**src/rtl/cpu_control_fsm.sv**
```systemverilog
// ---------------------------------------------------------------------------
// cpu_control_fsm
//
// Multi-cycle control unit for the 16-bit CPU datapath. Each instruction
// passes through FETCH / DECODE / EXEC / MEM / WB as its opcode requires.
// Every datapath write enable and mux select is decoded from the current
// state and the IR opcode (Moore style). Opcode F parks the unit in HALT.
//
// Ports:
//   clk          system clock, rising edge
//   reset        asynchronous active-low reset (0 = in reset)
//   en           global enable; 0 freezes state and masks all write enables
//   opcode       IR[15:12], stable from DECODE through WB
//   zero         ALU zero flag, used by BEQ in EXEC
//   ir_we        load IR from instruction memory
//   pc_we        load PC
//   pc_src       0 = PC+1, 1 = PC+sext(imm) (branch), 2 = IR[7:0] (jump)
//   alu_src_imm  ALU B operand: 0 = rt, 1 = sext(imm6)
//   alu_op       0 ADD, 1 SUB, 2 AND, 3 OR, 4 XOR, 5 SLT
//   dmem_we      data memory write
//   wb_sel       register write data: 0 = ALU, 1 = data memory
//   rf_we        register file write
//   retire       pulse on the last cycle of each completed instruction
//   halted       high while in HALT
//   state        current state code (debug)
//   illegal      (CTRL_ILLEGAL_TRAP_EN only) sticky undefined-opcode flag
//
// Build option:
//   CTRL_ILLEGAL_TRAP_EN - undefined opcodes trap to HALT and set `illegal`
//                          instead of executing as a NOP.
// ---------------------------------------------------------------------------
module cpu_control_fsm #(
  parameter int OPW    = 4,
  parameter int ALUOPW = 3
) (
  input  logic              clk,
  input  logic              reset,
  input  logic              en,
  input  logic [OPW-1:0]    opcode,
  input  logic              zero,
  output logic              ir_we,
  output logic              pc_we,
  output logic [1:0]        pc_src,
  output logic              alu_src_imm,
  output logic [ALUOPW-1:0] alu_op,
  output logic              dmem_we,
  output logic              wb_sel,
  output logic              rf_we,
  output logic              retire,
  output logic              halted,
  output logic [2:0]        state
`ifdef CTRL_ILLEGAL_TRAP_EN
  ,
  output logic              illegal
`endif
);

  typedef enum logic [2:0] {
    FETCH  = 3'd0,
    DECODE = 3'd1,
    EXEC   = 3'd2,
    MEM    = 3'd3,
    WB     = 3'd4,
    HALT   = 3'd5
  } state_e;

  localparam logic [OPW-1:0] OP_ADDI = 4'h0;
  localparam logic [OPW-1:0] OP_LW   = 4'h1;
  localparam logic [OPW-1:0] OP_SW   = 4'h2;
  localparam logic [OPW-1:0] OP_BEQ  = 4'h3;
  localparam logic [OPW-1:0] OP_JMP  = 4'h4;
  localparam logic [OPW-1:0] OP_HALT = 4'hF;

  localparam logic [ALUOPW-1:0] ALU_ADD = 3'd0;
  localparam logic [ALUOPW-1:0] ALU_SUB = 3'd1;

  state_e state_q, state_d, next_state;

  // Un-gated enables; en masks them at the output.
  logic ir_we_c, pc_we_c, dmem_we_c, rf_we_c, retire_c, trap_c;

  always_comb begin
    // NOTE: every output of this block gets a default first, so no path
    // through the case statement can leave one unassigned and infer a latch.
    next_state  = state_q;
    ir_we_c     = 1'b0;
    pc_we_c     = 1'b0;
    dmem_we_c   = 1'b0;
    rf_we_c     = 1'b0;
    retire_c    = 1'b0;
    trap_c      = 1'b0;
    pc_src      = 2'd0;
    alu_src_imm = 1'b0;
    alu_op      = ALU_ADD;
    wb_sel      = 1'b0;
    halted      = 1'b0;

    case (state_q)
      FETCH: begin
        ir_we_c    = 1'b1;
        pc_we_c    = 1'b1;
        next_state = DECODE;
      end
      DECODE: begin
        case (opcode)
          OP_JMP: begin
            pc_we_c    = 1'b1;
            pc_src     = 2'd2;
            retire_c   = 1'b1;
            next_state = FETCH;
          end
          OP_HALT: begin
            retire_c   = 1'b1;
            next_state = HALT;
          end
          4'h5, 4'h6, 4'h7, 4'hE: begin
`ifdef CTRL_ILLEGAL_TRAP_EN
            trap_c     = 1'b1;
            next_state = HALT;
`else
            retire_c   = 1'b1;
            next_state = FETCH;
`endif
          end
          default: next_state = EXEC;
        endcase
      end
      EXEC: begin
        if (opcode == OP_ADDI || opcode == OP_LW || opcode == OP_SW) begin
          alu_src_imm = 1'b1;
          next_state  = (opcode == OP_ADDI) ? WB : MEM;
        end else if (opcode == OP_BEQ) begin
          alu_op     = ALU_SUB;
          pc_we_c    = zero;
          pc_src     = 2'd1;
          retire_c   = 1'b1;
          next_state = FETCH;
        end else begin
          // R-type opcodes 8..D map onto ALU ops 0..5 by their low bits.
          alu_op     = ALUOPW'(opcode[2:0]);
          next_state = WB;
        end
      end
      MEM: begin
        if (opcode == OP_SW) begin
          dmem_we_c  = 1'b1;
          retire_c   = 1'b1;
          next_state = FETCH;
        end else begin
          next_state = WB;
        end
      end
      WB: begin
        rf_we_c    = 1'b1;
        wb_sel     = (opcode == OP_LW);
        retire_c   = 1'b1;
        next_state = FETCH;
      end
      HALT: begin
        halted     = 1'b1;
        next_state = HALT;
      end
      default: next_state = FETCH;
    endcase
  end

  assign state_d = en ? next_state : state_q;

  assign ir_we   = en & ir_we_c;
  assign pc_we   = en & pc_we_c;
  assign dmem_we = en & dmem_we_c;
  assign rf_we   = en & rf_we_c;
  assign retire  = en & retire_c;
  assign state   = state_q;

  always_ff @(posedge clk or negedge reset) begin
    // NOTE: sequential state uses non-blocking assignment so every flop
    // samples the pre-edge values regardless of block ordering.
    if (!reset) state_q <= FETCH;
    else        state_q <= state_d;
  end

`ifdef CTRL_ILLEGAL_TRAP_EN
  logic illegal_q, illegal_d;

  assign illegal_d = illegal_q | (en & trap_c);
  assign illegal   = illegal_q;

  always_ff @(posedge clk or negedge reset) begin
    if (!reset) illegal_q <= 1'b0;
    else        illegal_q <= illegal_d;
  end
`else
  logic unused_trap;
  assign unused_trap = trap_c;
`endif

endmodule

```
**config.mk**
```make
export PLATFORM = sky130hd
export DESIGN_NAME = cpu_control_fsm
export DESIGN_NICKNAME = d
export VERILOG_FILES = /design/src/rtl/cpu_control_fsm.sv
export SDC_FILE = /design/constraint.sdc
export NUM_CORES = 1
export LEC_CHECK = 0
export CAP_MARGIN = 20
export CORE_MARGIN = 2
export CORE_UTILIZATION = 23
export CTS_BUF_LIST = sky130_fd_sc_hd__clkbuf_8
export DETAILED_ROUTE_END_ITERATION = 8
export PLACE_DENSITY = 0.49
export SLEW_MARGIN = 0
export SYNTH_ARGS = -nofsm -noshare
export SYNTH_HDL_FRONTEND = slang
export SYNTH_SLANG_ARGS = --single-unit
```
**constraint.sdc**
```tcl
create_clock -name clk -period 2.3 [get_ports clk]
set_input_delay 0.46 -clock clk [delete_from_list [all_inputs] [get_ports clk]]
set_output_delay 0.46 -clock clk [all_outputs]
set_load 0.05 [all_outputs]
```
==> flow_metrics.env <==
export IMPL_maxCapViolations=0
export IMPL_muxShareOfSynthArea_pct=0
export IMPL_cts_tree="built"
export IMPL_drc=0
export IMPL_synth_area_top_cells="dfrtp_1 (16%), buf_4 (4.9%), nand2_1 (4.9%), nor2_1 (4.9%), a21oi_1 (4.3%)"
export IMPL_drtPass1Iterations=4
export IMPL_die_x_um=48.7
export IMPL_die_area_mm2=0.00238
export IMPL_synth_adder_area_share_pct=0
export IMPL_period_needed_ps=2220
export IMPL_synth_compound_area_share_pct=25.5
export IMPL_slew_violations=0
export IMPL_synth_top_cell_area_share_pct=16.3
export IMPL_swShare_pct=49.7
export IMPL_synth_simple_gate_area_share_pct=45.4
export IMPL_ir_worst_vdd_uv=640
export IMPL_place_congestion=0.828
export IMPL_root_buffer="clkbuf_8"
export IMPL_slowest_delay_ps=550
export IMPL_cp_max_fo=5
export IMPL_slowest_stage="clkdlybuf4s50_1"
export IMPL_async_reset_ff_share_pct=100
export IMPL_wl_um=1560
export IMPL_cp_required_ps=1840
export IMPL_rows=16
export IMPL_setup_violations_final=0
export IMPL_finClkSkew_ps=5.77
export IMPL_grt_pass1_vias=578
export IMPL_seqPwrFrac_pct=15.7
export IMPL_grt_usage_pct=14.3
export IMPL_ff2ff_setup_slack_ps=900
export IMPL_fin_cells=124
export IMPL_p_switching_uw=439
export IMPL_seq_area_frac_synth_pct=16.3
export IMPL_rsz0062_at_grt="true"
export IMPL_cts_made_buffers=3
export IMPL_r2r_end="state[0]$_DFFE_PN0P_"
export IMPL_multi_input_area_um2=365
export IMPL_grt_antenna_before_repair=0
export IMPL_p_leak_uw=0.000416
export IMPL_clk_pin_slew_ps=30
export IMPL_netlist_instances=62
export IMPL_worstHoldPathType="input pin to asynchronous set/reset pin"
export IMPL_synth_xor_area_share_pct=1.90
export IMPL_power_density_mw_per_mm2=904
export IMPL_fin_crit_sh_pct=96.5
export IMPL_setup_tns_ps=0
export IMPL_cp_end_kind="output port"
export IMPL_critPathLaunchType="input pin"
export IMPL_path_cells="clkdlybuf4s50_1 -> nand2_1 -> o21bai_1 -> a31oi_1 -> o21a_1 -> buf_12"
export IMPL_core_area_mm2=0.00192
export IMPL_internal_power_uw=444
export IMPL_cts_num_sinks=3
export IMPL_layout_nets=106
export IMPL_synth_edf_count=0
export IMPL_grt_max_degree=13
export IMPL_hpwl_um=1220
export IMPL_syn_avg_cell_area_um2=7.43
export IMPL_tightest_slew_ps=493
export IMPL_numPortBuffers=23
export IMPL_fin_hold_ws_ps=422
export IMPL_yosysWarnings=0
export IMPL_fillerInstances=190
export IMPL_worstSetupPathType="input pin to output port"
export IMPL_startpoint="opcode[1]"
export IMPL_regArea_um2=76.3
export IMPL_grt_first_pass_wirelength_um=2770
export IMPL_relSlewSlack_pct=67.0
export IMPL_ys_ff_latch=3
export IMPL_drtIter0Drc=12
export IMPL_drive_gt1_share_pct=43.3
export IMPL_fmax_mhz=451
export IMPL_hold_buffers=0
export IMPL_synthToLayoutAreaGrowth_pct=112
export IMPL_synth_top_family_by_area="simple AND/OR/NAND/NOR gates"
export IMPL_start_util_pct=24.0
export IMPL_antennaDiodeCount=0
export IMPL_finalHoldViolations=0
export IMPL_dieHeight_um=48.7
export IMPL_synthFlopType="dfrtp_1"
export IMPL_insertion_delay_ps=220
export IMPL_clock_path_buffers=2
export IMPL_wire_per_inst_um=12.5
export IMPL_grt_overflow=0
export IMPL_status="complete, no violations"
export IMPL_crit_arrival_ps=1760
export IMPL_post_cts_buffers=0
export IMPL_largest_reg_flops=3
export IMPL_r2r_start="state[0]$_DFFE_PN0P_"
export IMPL_power_share_combinational_pct=67.1
export IMPL_p_clk_share_pct=17.2
export IMPL_via_per_inst=4.77
export IMPL_syn_nets=70
export IMPL_synth_distinct_cells=36
export IMPL_ant_nets=0
export IMPL_yosysTopAreaCell="dfrtp_1"
export IMPL_setup_worst_path_end="retire"
export IMPL_num_vias=591
export IMPL_num_io_pins=24
export IMPL_rr_worst_depth=5
export IMPL_htreeDepth=1
export IMPL_dp_cells=120
export IMPL_syn_cell_area_um2=460
==> power groups by stage <==
stage / sequential, µW / combinational (µW) / clock (µW)
3_3_place_gp: 140 / 589 / 0
2_1_floorplan: 161 / 348 / 0
3_5_place_dp: 139 / 590 / 0
6_report: 139 / 593 / 152
5_1_grt: 146 / 627 / 159
4_1_cts: 139 / 589 / 153
==> how the worst min path moves through the flow <==
| stage | endpoint | cells after the start | slack, ps | start |
|---|---|---|---|---|
| final | state[0]$_DFFE_PN0P_ | 1 | 420 | reset |
| after global routing | state[0]$_DFFE_PN0P_ | 1 | 440 | reset |
| after CTS | state[0]$_DFFE_PN0P_ | 1 | 430 | reset |
| after detailed placement | state[0]$_DFFE_PN0P_ | 1 | 650 | reset |
| after global placement | state[0]$_DFFE_PN0P_ | 1 | 650 | reset |
| after floorplan | state[0]$_DFFE_PN0P_ | 0 | 160 | reset |
==> area by class of cell <==
class	count	area share (%)
Timing Repair Buffer	36	45.6
Multi-Input combinational cell	51	37.4
Sequential cell	3	7.81
Clock buffer	3	4.23
Tap cell	27	3.46
Inverter	3	1.15
Clock inverter	1	0.384
==> cells in the final DEF (no fill, tap or decap), types with 2 or more instances in the layout <==
cell type	n
buf_4	14
buf_12	12
clkdlybuf4s50_1	7
nor2_1	6
nand2_1	6
inv_1	3
and2_1	3
clkbuf_8	3
nor3_2	2
nor3_1	2
nand4_1	2
a31oi_1	2
a21oi_2	2
a32oi_1	2
a21oi_1	2
dlygate4sd2_1	2
dfrtp_1	2
==> metrics by stage <==
| stage | worst slack, ps | utilization (%) | power (µW) | instance area [µm²] |
|---|---|---|---|---|
| final | 80.4 | 50.8 | 884 | 977 |
| after global routing | -1.52 | 50.8 | 933 | 977 |
| after CTS | 16.3 | 50.5 | 881 | 970 |
| after detailed placement | -46.7 | 48.2 | 730 | 927 |
| after global placement | -40.3 | 48.2 | 730 | 927 |
| after floorplan | -82.2 | - | 509 | 487 |
==> Yosys cell counts, drive strengths merged (2+ instances only) <==
library cell,instances
nor2,7
nor3,4
dfrtp,3
a21oi,4
nand2,6
a32oi,2
nand4,2
inv,3
a21boi,2
a31oi,2
buf,5
and2,3
nor2b,2
==> critical path: cells and delay by family <==
family | cells | cell delay (ps)
simple gates | 1 | 90
compound gates | 3 | 510
buf+inv | 2 | 690
==> layer usage <==
metal  GRT usage (%)  share of wire [%]  routed length (µm)  vias to the layer above
met5               0                  0                   0                        -
met4            2.86               0.71                  11                        0
met3            3.40                4.4                  68                        2
met2            23.3                 48                 754                       16
met1            19.4                 46                 720                      274
li1                -                  -                   -                      299
==> cells by family (layout without fill, tap and decap cells) <==
group / Yosys count / after routing
AND/OR/NAND/NOR: 33 / 33
buffers and inverters: 8 / 43
XOR/XNOR: 1 / 1
AO/OA/AOI/OAI: 17 / 17
flip-flops: 3 / 3
==> what timing repair did <==
item                                    in CTS  in global routing
resized for setup                            2                  3
pin swaps                                    2                  3
endpoints found under the hold margin        0                  0
endpoints found under the setup margin       2                  2
No activity file was read; power rests on OpenSTA's default activity.
